[src/rtl/regfile_dual.sv]
// Dual-write, quad-read integer register file for the dual-issue pipeline.
// x0 is hardwired to zero; same-cycle writes are bypassed to the read ports.
module regfile_dual #(
  parameter int DATA_W  = 32,
  parameter int ADDR_W  = 5,
  parameter int REG_NUM = 32
) (
  input  logic              clk,
  input  logic              rst,
  input  logic              we1,
  input  logic [ADDR_W-1:0] waddr1,
  input  logic [DATA_W-1:0] wdata1,
  input  logic              we2,
  input  logic [ADDR_W-1:0] waddr2,
  input  logic [DATA_W-1:0] wdata2,
  input  logic [ADDR_W-1:0] raddr1a,
  input  logic [ADDR_W-1:0] raddr1b,
  input  logic [ADDR_W-1:0] raddr2a,
  input  logic [ADDR_W-1:0] raddr2b,
  output logic [DATA_W-1:0] rdata1a,
  output logic [DATA_W-1:0] rdata1b,
  output logic [DATA_W-1:0] rdata2a,
  output logic [DATA_W-1:0] rdata2b
);

  logic [DATA_W-1:0] regs_q [1:REG_NUM-1];

  function automatic logic in_range(input logic [ADDR_W-1:0] a);
    return (a != '0) && (int'(a) < REG_NUM);
  endfunction

  always_ff @(posedge clk) begin
    if (rst) begin
      // NOTE: the architectural state must read as zero after reset, so the
      // whole array is cleared here; this costs a reset net on every flop.
      for (int i = 1; i < REG_NUM; i++) begin
        regs_q[i] <= '0;
      end
    end else begin
      // NOTE: non-blocking assignments take effect in order, so on an address
      // collision the slot-2 write below overrides slot 1.
      if (we1 && in_range(waddr1)) regs_q[waddr1] <= wdata1;
      if (we2 && in_range(waddr2)) regs_q[waddr2] <= wdata2;
    end
  end

  // Slot 2 is the younger instruction, so its retiring value takes priority.
  function automatic logic [DATA_W-1:0] read_port(
    input logic              rst_v,
    input logic [ADDR_W-1:0] ra,
    input logic              we1_v,
    input logic [ADDR_W-1:0] wa1,
    input logic [DATA_W-1:0] wd1,
    input logic              we2_v,
    input logic [ADDR_W-1:0] wa2,
    input logic [DATA_W-1:0] wd2,
    input logic [DATA_W-1:0] stored
  );
    logic [DATA_W-1:0] val;
    val = '0;
    if (!rst_v && ra != '0) begin
      if (we2_v && wa2 == ra)      val = wd2;
      else if (we1_v && wa1 == ra) val = wd1;
      else                         val = stored;
    end
    return val;
  endfunction

  logic [DATA_W-1:0] stored_1a, stored_1b, stored_2a, stored_2b;

  always_comb begin
    stored_1a = in_range(raddr1a) ? regs_q[raddr1a] : '0;
    stored_1b = in_range(raddr1b) ? regs_q[raddr1b] : '0;
    stored_2a = in_range(raddr2a) ? regs_q[raddr2a] : '0;
    stored_2b = in_range(raddr2b) ? regs_q[raddr2b] : '0;
    rdata1a = read_port(rst, raddr1a, we1, waddr1, wdata1, we2, waddr2, wdata2, stored_1a);
    rdata1b = read_port(rst, raddr1b, we1, waddr1, wdata1, we2, waddr2, wdata2, stored_1b);
    rdata2a = read_port(rst, raddr2a, we1, waddr1, wdata1, we2, waddr2, wdata2, stored_2a);
    rdata2b = read_port(rst, raddr2b, we1, waddr1, wdata1, we2, waddr2, wdata2, stored_2b);
  end

endmodule

[config.mk]
export PLATFORM = sky130hd
export DESIGN_NAME = regfile_dual
export DESIGN_NICKNAME = d
export VERILOG_FILES = /design/src/rtl/regfile_dual.sv
export SDC_FILE = /design/constraint.sdc
export NUM_CORES = 2
export LEC_CHECK = 0
export BUFFER_PORTS_ARGS = -buffer_cell sky130_fd_sc_hd__buf_4
export CORE_UTILIZATION = 30
export DETAILED_ROUTE_END_ITERATION = 10
export GPL_TIMING_DRIVEN = 1
export PLACE_DENSITY_LB_ADDON = 0.08
export SETUP_SLACK_MARGIN = 0.4
export SLEW_MARGIN = 0
export SYNTH_ARGS = -nofsm -noshare
export SYNTH_HDL_FRONTEND = slang
export SYNTH_SLANG_ARGS = --single-unit
[constraint.sdc]
create_clock -name clk -period 15.2 [get_ports clk]
set_clock_uncertainty 0.2 [all_clocks]
set_input_delay 3.04 -clock clk [delete_from_list [all_inputs] [get_ports clk]]
set_output_delay 3.04 -clock clk [all_outputs]
set_load 0.02 [all_outputs]
# After elaboration in Yosys (flattened, before gate mapping)
# Memories as Yosys holds them, arrays and structs flattened.
# Cells that the tools add are included.
word_totals:
  ff_bits: 0
  ram_bits: 992
  in_bits: 98
  output_inout_bits: 128
  elab_cells: 62
  memories: 1
mem_list:
  columns: ["name", "words", "word_bits", "rd", "rd_clocked_by_memory_dff", "wr", "line_no", "rtl"]
  rows:
  - ["regs_q", 31, 32, 4, 0, 31, "26", "logic [DATA_W-1:0] regs_q [1:REG_NUM-1];"]
classes:
  n_eq_ne: 8
  mux: 30
  n_reduce_logical: 23
ops:
  columns: ["operator", "count"]
  rows:
  - ["32-bit 2-to-1 mux", 18]
  - ["32-bit OR reduction", 2]
  - ["5-bit equality test", 8]
  - ["5-bit nonzero test", 6]
  - ["1-bit logical AND", 14]
  - ["1-bit 2-to-1 mux", 10]
  - ["5-bit 2-to-1 mux", 2]
  - ["1-bit zero test", 1]

# Longest topological paths before layout
logic_depth:
  depth_word: 7
  ltp_mapped: 9
  depth_no_buf: 5

# Least setup slack after synthesis
# OpenSTA, ideal clock, no wires.
synth_timing:
  path_type: "input -> output"
  startpoint: "input port raddr1b[0]"
  endpoint: "output port rdata1b[0]"
  arrival_ps: 4943
  setup_slack_ps: 7017
  cell_stages: 7
  path_cell_list: "buf_2 -> buf_4 -> buf_2 -> mux4_2 -> a211oi_1 -> nor3_1 -> a221o_1"
synth_via:
  elab_chain_len: 5
synth_rtl:
  columns: ["item", "line_no", "rtl"]
  rows:
  - ["from (decl)", "17", "input logic [ADDR_W-1:0] raddr1b,"]
  - ["memory read 31 x 32 bit (tied with other cells)", null, null]
  - ["32-bit 2-to-1 mux or 1-bit logical AND (tied branches)", "73, 63", null]
  - ["32-bit 2-to-1 mux", "63", "else if (we1_v && wa1 == ra) val = wd1;"]
  - ["32-bit 2-to-1 mux", "62", "if (we2_v && wa2 == ra) val = wd2;"]
  - ["32-bit 2-to-1 mux *", "61", "if (!rst_v && ra != '0) begin"]
  - ["to (decl)", "21", "output logic [DATA_W-1:0] rdata1b,"]
# Every way passes the cells marked *; elsewhere a longest branch is shown, timed or not.

# Worst setup path after layout
layout_timing:
  startpoint: "input port raddr1b[0]"
  endpoint: "output port rdata1b[20]"
# The elaborated chain is that of the path after synthesis.

==> impl_metrics.ini <==
[clock_tree]
cts_setup_buffers = 0
cts_buffers = 137
cts_tree = done
clockRootBuffer = clkbuf_16
htreeDepth = 4
cts_hold_buffers = 0
cts_num_sinks = 1024
clk_pin_slew_ns = 0.05
cts_max_path_buffers = 3
cts_resized = 0

[synth]
syn_inst = 5613
synth_edf_count = 1024
ys_types = 49
synth_warnings = 0
yosysSeqAreaShare_pct = 39.96
syn-mean-instance-area_um2 = 13.71
syn_area_um2 = 76950
synthFlopType = edfxtp_1
synthArstFlopShare_pct = 0
ys_seq_elements = 1024

[floorplan]
std_cell_rows = 185
start_util_pct = 30.22
die_w_um = 508.5
design.core.area_um2 = 254600
die_y_um = 508.5
io_pins = 226
die_area_um2 = 258500

[power]
combPwrFrac_pct = 22.2
p_switching_mw = 2.793
clock_power_share_pct = 37.7
peakVddDrop_mv = 0.1296
power.internal_mw = 5.875
leakage_nw = 27.61
p_total_mw = 8.668
pwr-share-seq_pct = 40.0
power_density_nw_per_um2 = 100.6
p_sw_share_pct = 32.23

[run]
cap_violations = 3

[global_routing]
grt_overflow_total = 0
grt_pass1_wl_um = 606900
first_global_vias = 60850
track_usage_pct = 35.14
antenna_found_initial = 44
grt_max_degree = 102

[worst_setup_path]
critical_path_arrival_ns = 7.45
path_delay_family = buffers and inverters
cp-start-kind = input port
crit_type = in -> out
startpoint = raddr1b[0]
crit_cells = 9
end_kind = output pin
path_cells = buf_8 -> buf_12 -> xnor2_1 -> nand2_2 -> buf_4 -> o21bai_4 -> nor2_4 -> a221o_1 -> buf_4
crit_buf_inv = 4
cpMaxStageDelayCell = nor2_4
cp_max_fo = 63
required_ns = 11.96
cp-endpoint = rdata1b[20]
max_stage_delay_ns = 1.14
path_common_cell = buf_4

[sta]
period_share_pct = 70.32
grt_setup_unrepaired = no
setup_slack_ns = 4.511
slew-limit-headroom_pct = -0.3168
hold_viol = 0
slew_violations = 33
fmax_mhz = 93.55
worstMarginPinSlew_ns = 1.501
fin_tns_setup_ns = 0
min_period_ns = 10.69
setup_viol = 0

[min_path]
holdCritPathClass = in -> reg

[layout]
nets = 5376
num-fill-cells = 24497
multi_input_area_um2 = 43170
top_register = regs_q
drive_above_1_share_pct = 33.29
syn2layout_area_growth_pct = 12.01
reg_top3 = regs_q: 1024 flops
largest_reg_flops = 1024
ff_latch_area_um2 = 30750

[detailed_routing]
vias = 64838
drtPass1Iterations = 6
wire_per_inst_um = 52.90
ant_nets = 0
drt_iter0_drc = 10173
viasPerCell = 7.399
wl_um = 463600
drc = 0

[place]
dp_hpwl_um = 279700
gp_congestion = 0.9157
place_ws_ns = 4.703
port_buffers = 225

[run_status]
status = finished with violations
violations = max-capacitance violations, max-slew violations
## metrics by stage
stage,instance area [µm²],utilization (%),hold WS (ns),std cells
floorplan,77070,-,3.250,5644
global placement,81740,32.10,3.347,8499
detailed placement,81880,32.16,3.342,8505
CTS,86160,33.84,2.460,8749
global route,86160,33.84,2.512,8752
finish,86190,33.85,2.526,8763
## synthesized netlist by cell type, types with 19 or more instances
library cell	n	area share, %
a211oi_1	186	1.8
a21oi_1	51	0.33
a221o_1	96	1.2
a22o_1	1045	12
a31oi_1	32	0.26
buf_1	53	0.26
buf_2	250	1.6
buf_4	19	0.19
clkbuf_1	613	3.0
edfxtp_1	1024	40
inv_1	34	0.17
mux2_2	28	0.41
mux2i_1	133	1.7
mux4_2	995	29
nand2_1	39	0.19
nand3_1	44	0.29
nor2_1	118	0.58
nor2b_1	191	1.6
nor3_1	208	1.4
nor4_1	38	0.31
o211ai_1	31	0.30
o21ai_0	61	0.40
o22ai_1	193	1.6
xnor2_1	20	0.23
xor2_1	20	0.23
## worst min-delay path by stage
stage / startpoint / end / depth (start not counted)
after floorplan: wdata2[31] / regs_q[31][31]$_DFFE_PP_ / 2
after global placement: wdata1[23] / regs_q[0][23]$_DFFE_PP_ / 1
after detailed placement: wdata1[26] / regs_q[0][26]$_DFFE_PP_ / 1
after CTS: wdata1[26] / regs_q[0][26]$_DFFE_PP_ / 1
after global routing: wdata1[26] / regs_q[0][26]$_DFFE_PP_ / 1
final: wdata1[0] / regs_q[0][0]$_DFFE_PP_ / 1
## cell type report
| type | count | area share, % |
|---|---|---|
| sequential | 1024 | 35.68 |
| clock inverter | 78 | 0.7795 |
| antenna | 14 | 0.04065 |
| clock buffer | 166 | 4.178 |
| inverter | 34 | 0.1481 |
| multi-input combinational | 3645 | 50.08 |
| tap | 3366 | 4.886 |
| timing repair buffer | 436 | 4.211 |
## power groups by stage
| stage | Clock (mW) | Combinational [mW] | Sequential, mW |
|---|---|---|---|
| 2_1_floorplan | 0 | 1.11 | 3.44 |
| 3_3_place_gp | 0 | 1.87 | 3.51 |
| 3_5_place_dp | 0 | 1.87 | 3.52 |
| 4_1_cts | 3.29 | 1.87 | 3.46 |
| 5_1_grt | 3.38 | 1.94 | 3.49 |
| 6_report | 3.27 | 1.93 | 3.47 |
## cells by family (layout without fill, tap and decap cells)
family | count (synthesis) | count (layout) | share of synthesized area, %
flops | 1024 | 1024 | 39.96
compound gates | 1722 | 1722 | 18.15
other cells | 1 | 46 | 0.004873
buf+inv | 975 | 714 | 5.314
simple gates | 695 | 695 | 4.854
xor+xnor | 40 | 40 | 0.4553
mux | 1156 | 1156 | 31.26
## cells in the final DEF, fill, tap and decap left out, types with 12 or more instances in the layout
cell	n
o21ai_0	54
edfxtp_1	1024
nand2_4	13
inv_1	33
xor2_1	20
a211oi_1	184
mux2_2	28
nand3_1	40
nor4_1	38
clkbuf_16	140
a221o_1	96
xnor2_1	20
diode_2	14
o211ai_1	31
a22o_1	1045
nor2b_1	189
a31oi_1	31
buf_12	18
clkbuf_1	26
nor3_4	12
conb_1	32
nor2_4	35
clkinv_1	32
buf_4	403
nor3_1	182
o22ai_1	193
mux2i_1	133
clkinv_2	20
nor2_1	83
a21oi_1	49
nand2_1	20
nor3_2	27
mux4_2	995
## per-layer routing
layer	vias up	global-route usage [%]	share of wire [%]
li1	23446	-	-
met2	5504	51.53	43
met3	1163	11.71	12
met4	26	19.62	6.5
met5	-	0.2963	0.055
met1	34699	45.36	38
No activity file was read; power rests on OpenSTA's default activity.
